### src/rtl/fifo8_pkg.sv
// fifo8_pkg: shared constants and types for
// the FIFO_8 drain-side word packer.
package fifo8_pkg;

  localparam int FIFO_DW    = 8;
  localparam int FIFO_DEPTH = 8;
  localparam int OCC_W      = 4;

  typedef enum logic {
    FILL,
    OUT
  } state_e;

endpackage

### src/rtl/fifo8_occ_mirror.sv
// fifo8_occ_mirror: tracks FIFO_8 occupancy
// from its read/write strobes, saturating.
module fifo8_occ_mirror
  import fifo8_pkg::*;
#(
  parameter int DEPTH = FIFO_DEPTH
) (
  input  logic             clk,
  input  logic             rst_n,
  input  logic             wen,
  input  logic             ren,
  output logic [OCC_W-1:0] occ,
  output logic [OCC_W-1:0] occ_nxt
);

  logic [OCC_W-1:0] occ_q;
  logic [OCC_W-1:0] occ_d;

  // read wins over write; full writes are dropped
  always_comb begin
    occ_d = occ_q;
    if (ren) begin
      if (occ_q != '0) occ_d = occ_q - OCC_W'(1);
    end else if (wen && (occ_q < OCC_W'(DEPTH))) begin
      occ_d = occ_q + OCC_W'(1);
    end
  end

  // occupancy register
  always_ff @(posedge clk or negedge rst_n) begin
    if (!rst_n) occ_q <= '0;
    else        occ_q <= occ_d;
  end

  assign occ     = occ_q;
  assign occ_nxt = occ_d;

endmodule

### src/rtl/fifo8_word_packer.sv
// fifo8_word_packer: drains FIFO_8 without
// underflow, packs bytes into LE words.
module fifo8_word_packer
  import fifo8_pkg::*;
#(
  parameter int DW    = FIFO_DW,
  parameter int DEPTH = FIFO_DEPTH,
  parameter int BPW   = 4
) (
  input  logic              clk,
  input  logic              rst_n,
  input  logic              fifo_wen,
  output logic              fifo_ren,
  output logic              fifo_wr_stall,
  input  logic [DW-1:0]     fifo_dout,
  input  logic              fifo_error,
  output logic [DW*BPW-1:0] word_data,
  output logic              word_valid,
  input  logic              word_ready,
  output logic [OCC_W-1:0]  occ,
  output logic              err_sticky
);

  localparam int WW = DW * BPW;
  localparam int CW = $clog2(BPW + 1);

  state_e          state_q, state_d;
  logic [CW-1:0]   issue_q, issue_d;
  logic [CW-1:0]   cap_q, cap_d;
  logic            ren_q, ren_d;
  logic            pend_q, pend_d;
  logic [WW-1:0]   data_q, data_d;
  logic            valid_q, valid_d;
  logic            err_q, err_d;
  logic [OCC_W-1:0] occ_nxt;

  fifo8_occ_mirror #(
    .DEPTH(DEPTH)
  ) u_mirror (
    .clk    (clk),
    .rst_n  (rst_n),
    .wen    (fifo_wen),
    .ren    (ren_q),
    .occ    (occ),
    .occ_nxt(occ_nxt)
  );

  // next state, capture and read-issue decision
  always_comb begin
    state_d = state_q;
    issue_d = issue_q;
    cap_d   = cap_q;
    data_d  = data_q;
    valid_d = valid_q;
    pend_d  = ren_q;
    err_d   = err_q | fifo_error;
    if (ren_q) issue_d = issue_q + CW'(1);
    unique case (state_q)
      FILL: begin
        if (pend_q) begin
          data_d[int'(cap_q)*DW +: DW] = fifo_dout;
          cap_d = cap_q + CW'(1);
          if (cap_d == CW'(BPW)) begin
            state_d = OUT;
            valid_d = 1'b1;
            cap_d   = '0;
            issue_d = '0;
          end
        end
      end
      OUT: begin
        if (valid_q && word_ready) begin
          state_d = FILL;
          valid_d = 1'b0;
        end
      end
      default: state_d = FILL;
    endcase
    // reads only start a cycle after OUT is left
    ren_d = (state_q == FILL) && (state_d == FILL)
         && (occ_nxt != '0) && (issue_d < CW'(BPW));
  end

  // packer state registers
  always_ff @(posedge clk or negedge rst_n) begin
    if (!rst_n) begin
      state_q <= FILL;
      issue_q <= '0;
      cap_q   <= '0;
      ren_q   <= 1'b0;
      pend_q  <= 1'b0;
      data_q  <= '0;
      valid_q <= 1'b0;
      err_q   <= 1'b0;
    end else begin
      state_q <= state_d;
      issue_q <= issue_d;
      cap_q   <= cap_d;
      ren_q   <= ren_d;
      pend_q  <= pend_d;
      data_q  <= data_d;
      valid_q <= valid_d;
      err_q   <= err_d;
    end
  end

  assign fifo_ren      = ren_q;
  assign fifo_wr_stall = ren_q;
  assign word_data     = data_q;
  assign word_valid    = valid_q;
  assign err_sticky    = err_q;

endmodule

### config.mk
export PLATFORM = sky130hd
export DESIGN_NAME = fifo8_word_packer
export DESIGN_NICKNAME = d
export VERILOG_FILES = /design/src/rtl/fifo8_pkg.sv /design/src/rtl/fifo8_occ_mirror.sv /design/src/rtl/fifo8_word_packer.sv
export SDC_FILE = /design/constraint.sdc
export NUM_CORES = 1
export LEC_CHECK = 0
export BUFFER_PORTS_ARGS = -buffer_cell sky130_fd_sc_hd__buf_2
export CORE_MARGIN = 2
export CORE_UTILIZATION = 56
export DETAILED_ROUTE_END_ITERATION = 7
export PLACE_DENSITY_LB_ADDON = 0.2
export SLEW_MARGIN = 20
export SYNTH_ARGS = -nofsm -noshare
export SYNTH_HDL_FRONTEND = slang
export SYNTH_HIERARCHICAL = 1
export SYNTH_SLANG_ARGS = --single-unit
### constraint.sdc
create_clock -name clk -period 5.03 [get_ports clk]
set_clock_uncertainty 0.2 [all_clocks]
set_input_delay 1.006 -clock clk [delete_from_list [all_inputs] [get_ports clk]]
set_output_delay 1.006 -clock clk [all_outputs]
set_load 0.03 [all_outputs]
# --- Yosys cells after proc, flatten, opt, wreduce, memory -nomap -nowiden ---
# Index checks and enable logic that the tools add are counted.
totals:
  ff_bits: 47
  out_inout_bits: 40
  input_bits: 13
  ramBits: 0
  latchBits: 0
  elab_cells: 51
  n_memories: 0
  romBits: 0
classes:
  n_lt_le_gt_ge: 2
  n_reduce_logical: 9
  muxes: 17
  div_mod_pow: 0
  shifts: 2
  n_bitwise: 3
  add_sub_neg: 5
  eq_ne: 4
  multipliers: 0
ops:
  columns: ["op", "count"]
  rows:
  - ["$neg A6 Y33", 1]
  - ["$shift A8 B33 Y32 const A", 1]
  - ["$shiftx A8 B33 Y32", 1]
  - ["$bwmux W32", 1]
  - ["$mux W3", 5]
  - ["$mux W4", 3]
  - ["$reduce_bool A4 Y1", 2]
  - ["$add A3 B1 Y3 const B", 2]
  - ["$mux W1", 6]
  - ["$logic_and A1 B1 Y1", 5]
  - ["$add A4 B1 Y4 const B", 1]
  - ["$lt A4 B4 Y1 const B", 1]
  - ["$ne A2 B2 Y1 const B", 2]
  - ["$pmux W1 S2", 2]
  - ["$sub A4 B1 Y4 const B", 1]
  - ["$eq A3 B3 Y1 const B", 1]
  - ["$lt A3 B3 Y1 const B", 1]
  - ["$reduce_and A3 Y1", 1]
  - ["$ne A2 B1 Y1 const B", 1]
  - ["$not A1 Y1", 2]
  - ["$reduce_and A2 Y1", 1]
  - ["$or A1 B1 Y1", 1]

# --- Logic depth before layout (Yosys ltp) ---
# Gate-level depths: netlist (run 1).
depth:
  depth_word: 9
  depth_mapped: 7
  depth_no_buf: 7

# --- Modules after synthesis ---
# The synthesis (run 1) kept the hierarchy.
by_module_without_submodules:
  columns: ["module", "seq_area_each_um2", "area_each_um2", "cells_each", "n_inst"]
  rows:
  - ["fifo8_word_packer", 1076.0, 1839.3, 159, 1]
  - ["fifo8_occ_mirror", 100.1, 285.3, 29, 1]

# --- Least setup slack after synthesis (run 1) ---
# No wires, ideal clock.
synth_timing:
  kind: "reg2reg"
  startpoint: "register cap_q[0]"
  endpoint: "register data_q[0], in the netlist word_data[0]"
  path_stages_with_launch: 7
  t_required_ns: 4.705
  arrival_time_ns: 1.897
  setup_slack_ns: 2.809
  cell_sequence: "dfrtp_1 > inv_1 > ha_1 > ha_1 > nor4b_2 > nand3_4 > mux2_2"
synth_between:
  elab_chain_len: 3
synth_lines:
  columns: ["element", "line_no", "text"]
  rows:
  - ["start: declaration", "fifo8_word_packer.sv:29", "logic [CW-1:0] cap_q, cap_d;"]
  - ["start signal: assignment", "fifo8_word_packer.sv:98", "cap_q <= cap_d;"]
  - ["$neg A6 Y33 *", "fifo8_word_packer.sv:61", "data_d[int'(cap_q)*DW +: DW] = fifo_dout;"]
  - ["$shiftx A8 B33 Y32 / $shift A8 B33 Y32 (equally long branches)", "fifo8_word_packer.sv:61", null]
  - ["$bwmux W32 *", "fifo8_word_packer.sv:61", null]
  - ["end signal: assignment", "fifo8_word_packer.sv:101", "data_q <= data_d;"]
  - ["end: declaration", "fifo8_word_packer.sv:32", "logic [WW-1:0] data_q, data_d;"]
# Every way passes the cells marked *; elsewhere a longest branch is shown, timed or not.
# A chain may end at the register's enable or synchronous reset.

# --- Worst setup path in the final report (run 1) ---
layout_timing:
  startpoint: "register cap_q[0]"
  endpoint: "register data_q[29], in the netlist word_data[29]"
# The elaborated chain is that of the path after synthesis.

==> results of run 1 <==
==> kinds of logic after synthesis <==
group                    share of synthesized area (%)
AND/OR/NAND/NOR                                  18.02
flip-flops                                       55.36
AO/OA/AOI/OAI                                    12.60
buffers and inverters                            2.356
multiplexers                                     4.712
adder cells (fa/ha/maj)                          5.300
XOR/XNOR                                         1.649
==> where the power goes <==
group,leakage (nW),switching [mW],internal [mW]
registers,0.591,0.153,0.551
logic,0.607,0.602,0.329
clock network,0.0654,0.124,0.199
==> state kept, by name, summed over array words and instances, names as in the netlist <==
signal        flops
issue_q           3
word_data        32
u_mirror/occ      4
err_sticky        1
state_q           1
word_valid        1
fifo_ren          1
cap_q             3
pend_q            1
==> per-stage QoR <==
stage / utilization, % / power (mW) / hold WS, ns
6_report: 69.72 / 1.958 / 0.2650
4_1_cts: 69.65 / 1.971 / 0.2711
2_1_floorplan: - / 1.394 / 0.2906
3_3_place_gp: 66.03 / 1.624 / 0.2435
5_1_grt: 69.72 / 2.091 / 0.3026
3_5_place_dp: 66.03 / 1.646 / 0.2491
==> routing by layer <==
layer  part of all wire [%]  routed length (um)
met5                      0                   0
met4                    1.9                  81
met3                    4.8                 199
met2                     49                2029
met1                     44                1849
==> cells in the mapped netlist, types with 2 or more instances <==
library cell and n:
dfrtp_1 47, nand2_1 39, o21ai_0 20, a22o_1 9, ha_1 9, mux2_2 8, inv_1 6, nor2_1 5
nor2b_1 3, xnor2_1 3, and3_1 2, buf_1 2, clkbuf_1 2, nand4b_1 2, nor4b_1 2, o211ai_1 2
o32ai_1 2, or2_2 2
==> final timing paths <==
path | startpoint | to | cells after the start
hold / removal | err_sticky | err_sticky | 1
min in group asynchronous | rst_n | word_data[5] | 1
setup reg to reg | cap_q[0] | word_data[29] | 6
hold reg to reg | err_sticky | err_sticky | 1
max in group asynchronous | rst_n | u_mirror/occ[1] | 1
setup / recovery | cap_q[0] | word_data[29] | 6
==> layout make-up <==
type | instances | share of cell area (%)
Clock buffer | 6 | 2.843
Clock inverter | 2 | 2.353
Inverter | 6 | 0.8824
Multi-Input combinational cell | 129 | 35.20
Sequential cell | 47 | 46.08
Tap cell | 48 | 2.353
Timing Repair Buffer | 52 | 10.29
==> reports/qor.csv, run 1 <==
stage,metric,value,unit
global_routing,met1 usage,26.90,%
global_routing,gr busiest metal,met2,
die,die width,65.60,um
timing,final setup vio count,0,
finish,layout cells sized above 1,31.40,%
hold_path,hold crit path type,flip-flop to flip-flop,
global_routing,initial antenna violation count,0,
timing,Tmin final,2.481,ns
setup_path,Crit. End Element,flip-flop,
clock_network,CTS tree,done,
finish,most frequent cells in the layout,"buf_2, dfrtp_1, nand2_1",
flow_run,max cap viols,0,
clock_network,postcts setup bufs,0,
setup_path,crit-path cells,inv_1 -> ha_1 -> ha_1 -> nand4b_1 -> nand2_1 -> o21ai_0,
place,Placement Setup Slack,2.572,ns
setup_path,CP Max Fanout,16,
power_and_ir_drop,power density cells,766.9,nW/um^2
global_routing,largest net degree at the start of global routing,48,
setup_path,CP max stage cell,dfrtp_1,
clock_network,Inserted Clock Buffers,5,
finish,"commonest non-fill, non-tap cell in the layout",buf_2,
synthesis,"EDFF count, synth",0,
clock_network,clock net sink count,47,
clock_network,Root Driver,clkbuf_8,
clock_network,Clock Tree Buf Depth,2,
timing,fin. max-slew vios,0,
synthesis,Synth top area share,55.36,%
place,HPWL Detailed,3005,um
setup_path,reg2reg setup slack,2.55,ns
die,Rows,22,
setup_path,top cell family by delay on the critical path,simple AND/OR/NAND/NOR gates,
timing,Worst Max-Slew Pin Slew,0.5703,ns
timing,Slew HR,61.98,%
timing,setup slack after layout,2.549,ns
synthesis,post-synthesis net count,210,
global_routing,first-pass GRT wire length,6900,um
setup_path,Worst setup SP type,flip-flop,
global_routing,vias in the first global route,1452,
clock_network,Clock Latency Late Sink,0.30,ns
synthesis,flop and latch count out of synthesis,47,
route,DR DRC count,0,
finish,final instance area,2552,um^2
synthesis,cell count after synthesis,188,
synthesis,synthesis warning total,6,
route,Post-DRT Antenna Nets,0,
route,vias per cell,5.355,
die,# IOs,53,
timing,RSZ-0062 raised after global routing,false,
synthesis,sequential share of the synthesized area,55.36,%
synthesis,share of async-settable or async-resettable flops after synthesis,100.0,%
timing,Final Cycle Share,49.33,%
synthesis,mean post-synth cell area,11.30,um^2
finish,ANT cells,0,
setup_path,most frequent CP cell,ha_1,
clock_network,post-CTS resize count,0,
finish,Finished Layout Cells,290,
timing,Final Hold Vio Count,0,
synthesis,post-synth cell types,41,
global_routing,GRT Util Overall,21.71,%
place,DP Area,2417,um^2
setup_path,Worst Path Buf+Inv,1,
finish,layout filler cell count,273,
setup_path,max incr delay on CP,0.54,ns
synthesis,"Top FF cell, synth",dfrtp_1,
route,wire per inst,14.34,um
timing,highest clock rate,403.0,MHz
setup_path,Worst Path Required,4.99,ns
place,placed cells,282,
die,core area,3661,um^2
die,die area,4303,um^2
route,DR iter-0 viols,143,
route,final WL,4160,um
finish,Layout area overhead,20.14,%
place,# port buffers,52,
timing,setup tns final,0,ns
place,gpl congestion,0.7263,
die,Chip Height,65.60,um
global_routing,grt ovf,0,
setup_path,WP data arrival,2.44,ns
route,vias post-DR,1553,
route,Pre-antenna DRT Iters,4,
finish,area of the multi-input gates,898.4,um^2
finish,register area,1176,um^2
outcome,status,"finished, final reports clean",
power_and_ir_drop,worst vdd ir,0.0004065,V
global_routing,met2 Usage GRT,36.10,%
power_and_ir_drop,Leak,1.264,nW
finish,Final Net Count,263,
clock_network,"Hold-fix buffers, CTS",0,
clock_network,H-tree depth,2,
synthesis,Synth Cell Area,2125,um^2
synthesis,"top cells by area, synth","dfrtp_1, nand2_1, ha_1",
synthesis,Yosys top cell by area,dfrtp_1,
clock_network,clk slew on worst S/H paths,0.08,ns
global_routing,grt met3 use,5.479,%
die,Initial Utilization,58.03,%
setup_path,"Worst Path Class, Setup",flip-flop to flip-flop,
(Power assumes the default switching activity.)
==> inputs of run 2 (changes only) <==
- CORE_UTILIZATION: 56 -> 47
- clock period: 5.03 -> 2.1 ns (I/O delays scaled with it)
==> reports/qor.csv, run 2 (synthesized netlist as in run 1, its figures left out) <==
stage,metric,value,unit
global_routing,largest net degree at the start of global routing,48,
timing,Slew HR,61.10,%
setup_path,reg2reg setup slack,0.14,ns
finish,Layout area overhead,24.20,%
place,HPWL Detailed,3245,um
place,# port buffers,52,
finish,ANT cells,0,
timing,Tmin final,1.962,ns
hold_path,hold crit path type,primary input to asynchronous set/reset pin,
power_and_ir_drop,part of the power in the clock network,12.4,%
setup_path,CP max stage cell,dfrtp_2,
global_routing,first-pass GRT wire length,7134,um
die,die width,71.24,um
route,final WL,4436,um
flow_run,max cap viols,0,
route,DR iter-0 viols,115,
clock_network,Inserted Clock Buffers,5,
setup_path,reg2reg start,u_mirror/occ[1],
timing,fin. max-slew vios,0,
clock_network,clk slew on worst S/H paths,0.08,ns
power_and_ir_drop,Flop pwr share,34.2,%
route,wire per inst,14.50,um
global_routing,grt ovf,0,
route,Post-DRT Antenna Nets,0,
outcome,status,finished with violations,
finish,register area,1179,um^2
finish,"commonest non-fill, non-tap cell in the layout",buf_2,
setup_path,Worst R2R Path Depth,7,
finish,layout filler cell count,383,
clock_network,postcts setup bufs,0,
route,Pre-antenna DRT Iters,4,
power_and_ir_drop,cell-internal power,2.568,mW
timing,final setup vio count,0,
die,die area,5074,um^2
clock_network,CTS tree,done,
die,# IOs,53,
route,DR DRC count,0,
timing,highest clock rate,509.8,MHz
setup_path,Crit. End Element,flip-flop,
global_routing,vias in the first global route,1455,
finish,area of the multi-input gates,922.1,um^2
clock_network,clock net sink count,47,
power_and_ir_drop,power density cells,1789,nW/um^2
outcome,failing checks,negative hold slack,
finish,layout cells sized above 1,36.61,%
setup_path,crit-path cells,inv_1 -> ha_2 -> nand2_1 -> o32ai_1 -> xnor2_1 -> nor4_1 -> nor4b_1,
clock_network,Clock Tree Buf Depth,2,
global_routing,GRT Util Overall,18.24,%
setup_path,Worst Setup SP,u_mirror/occ[1],
timing,RSZ-0062 raised after global routing,false,
power_and_ir_drop,worst vdd ir,0.0009564,V
power_and_ir_drop,NetSw,2.153,mW
route,vias post-DR,1580,
timing,Fin Hold WS,-0.007581,ns
timing,Final Hold Vio Count,6,
power_and_ir_drop,combinational fraction of design power,53.4,%
finish,post-layout util,60.60,%
clock_network,Root Driver,clkbuf_8,
timing,Worst Max-Slew Pin Slew,0.5836,ns
power_and_ir_drop,Leak,1.306,nW
setup_path,reg-to-reg endpoint,fifo_ren,
power_and_ir_drop,Net Sw Frac,45.61,%
setup_path,max incr delay on CP,0.45,ns
die,Initial Utilization,48.79,%
die,core area,4354,um^2
die,Rows,24,
timing,setup tns final,0,ns
global_routing,initial antenna violation count,0,
setup_path,"Worst Path Class, Setup",flip-flop to flip-flop,
clock_network,Clock Latency Late Sink,0.29,ns
setup_path,Worst Path Required,2.09,ns
finish,number of flip-flops in the largest register,32,
setup_path,Worst setup SP type,flip-flop,
die,Chip Height,71.24,um
setup_path,CP Max Fanout,8,
route,vias per cell,5.163,
place,gpl congestion,0.8389,
clock_network,H-tree depth,2,
finish,Final Net Count,275,
setup_path,WP data arrival,1.95,ns
timing,Final Cycle Share,93.41,%
finish,most frequent cells in the layout,"buf_2, dfrtp_1, nand2_1",
==> run 2: cell type report <==
type	count	share of cell area, %
flip-flops and latches	47	44.67
multi-input cells	129	34.95
inverters	6	0.8535
well taps	52	2.466
clock buffers	8	3.793
repair buffers	64	13.28
==> run 2: stage by stage <==
step	setup slack [ns]	total power, mW	instances	cell area [um^2]	hold slack (ns)
6_report	0.1385	4.721	306	2639	-0.007581
5_1_grt	0.001252	5.042	306	2639	0.05129
4_1_cts	0.06283	4.762	306	2635	0.02008
3_5_place_dp	0.07632	4.176	298	2535	0.2443
3_3_place_gp	0.1203	4.121	298	2535	0.2441
2_1_floorplan	0.02903	3.407	188	2147	-0.07559
==> run 2: critical path: cells and delay by family (launching register included) <==
family / cells / cell delay [ns]
buffers and inverters: 1 / 0.09
AO/OA/AOI/OAI: 1 / 0.29
adder cells (fa/ha/maj): 1 / 0.21
XOR/XNOR: 1 / 0.20
AND/OR/NAND/NOR: 3 / 0.42
flip-flops: 1 / 0.45
==> run 2: how the worst max path moves through the flow <==
stage	end	slack, ns
floorplan	word_data[16]	0.03
global placement	fifo_ren	0.12
CTS	fifo_ren	0.06
detailed placement	fifo_ren	0.08
global route	fifo_ren	0.001
finish	fifo_ren	0.14
==> run 2: power by group through the flow <==
stage	sequential (mW)	clock (mW)	combinational, mW
2_1_floorplan	2.32	0	1.09
3_3_place_gp	1.63	0	2.49
3_5_place_dp	1.64	0	2.54
4_1_cts	1.62	0.600	2.54
5_1_grt	1.67	0.634	2.74
6_report	1.62	0.584	2.52
==> run 2: timing repair <==
action,in CTS,in global routing
hold buffers,0,0
resized for setup,0,2
endpoints found under the setup margin,0,8
==> run 2: metal layers <==
metal	vias up	wire, um	part of all wire [%]	global-route usage [%]
li1	789	-	-	-
met1	740	2040	46	24.88
met2	41	2054	46	27.78
met3	10	229	5.2	4.782
met4	0	112	2.5	7.757
met5	-	0	0	0
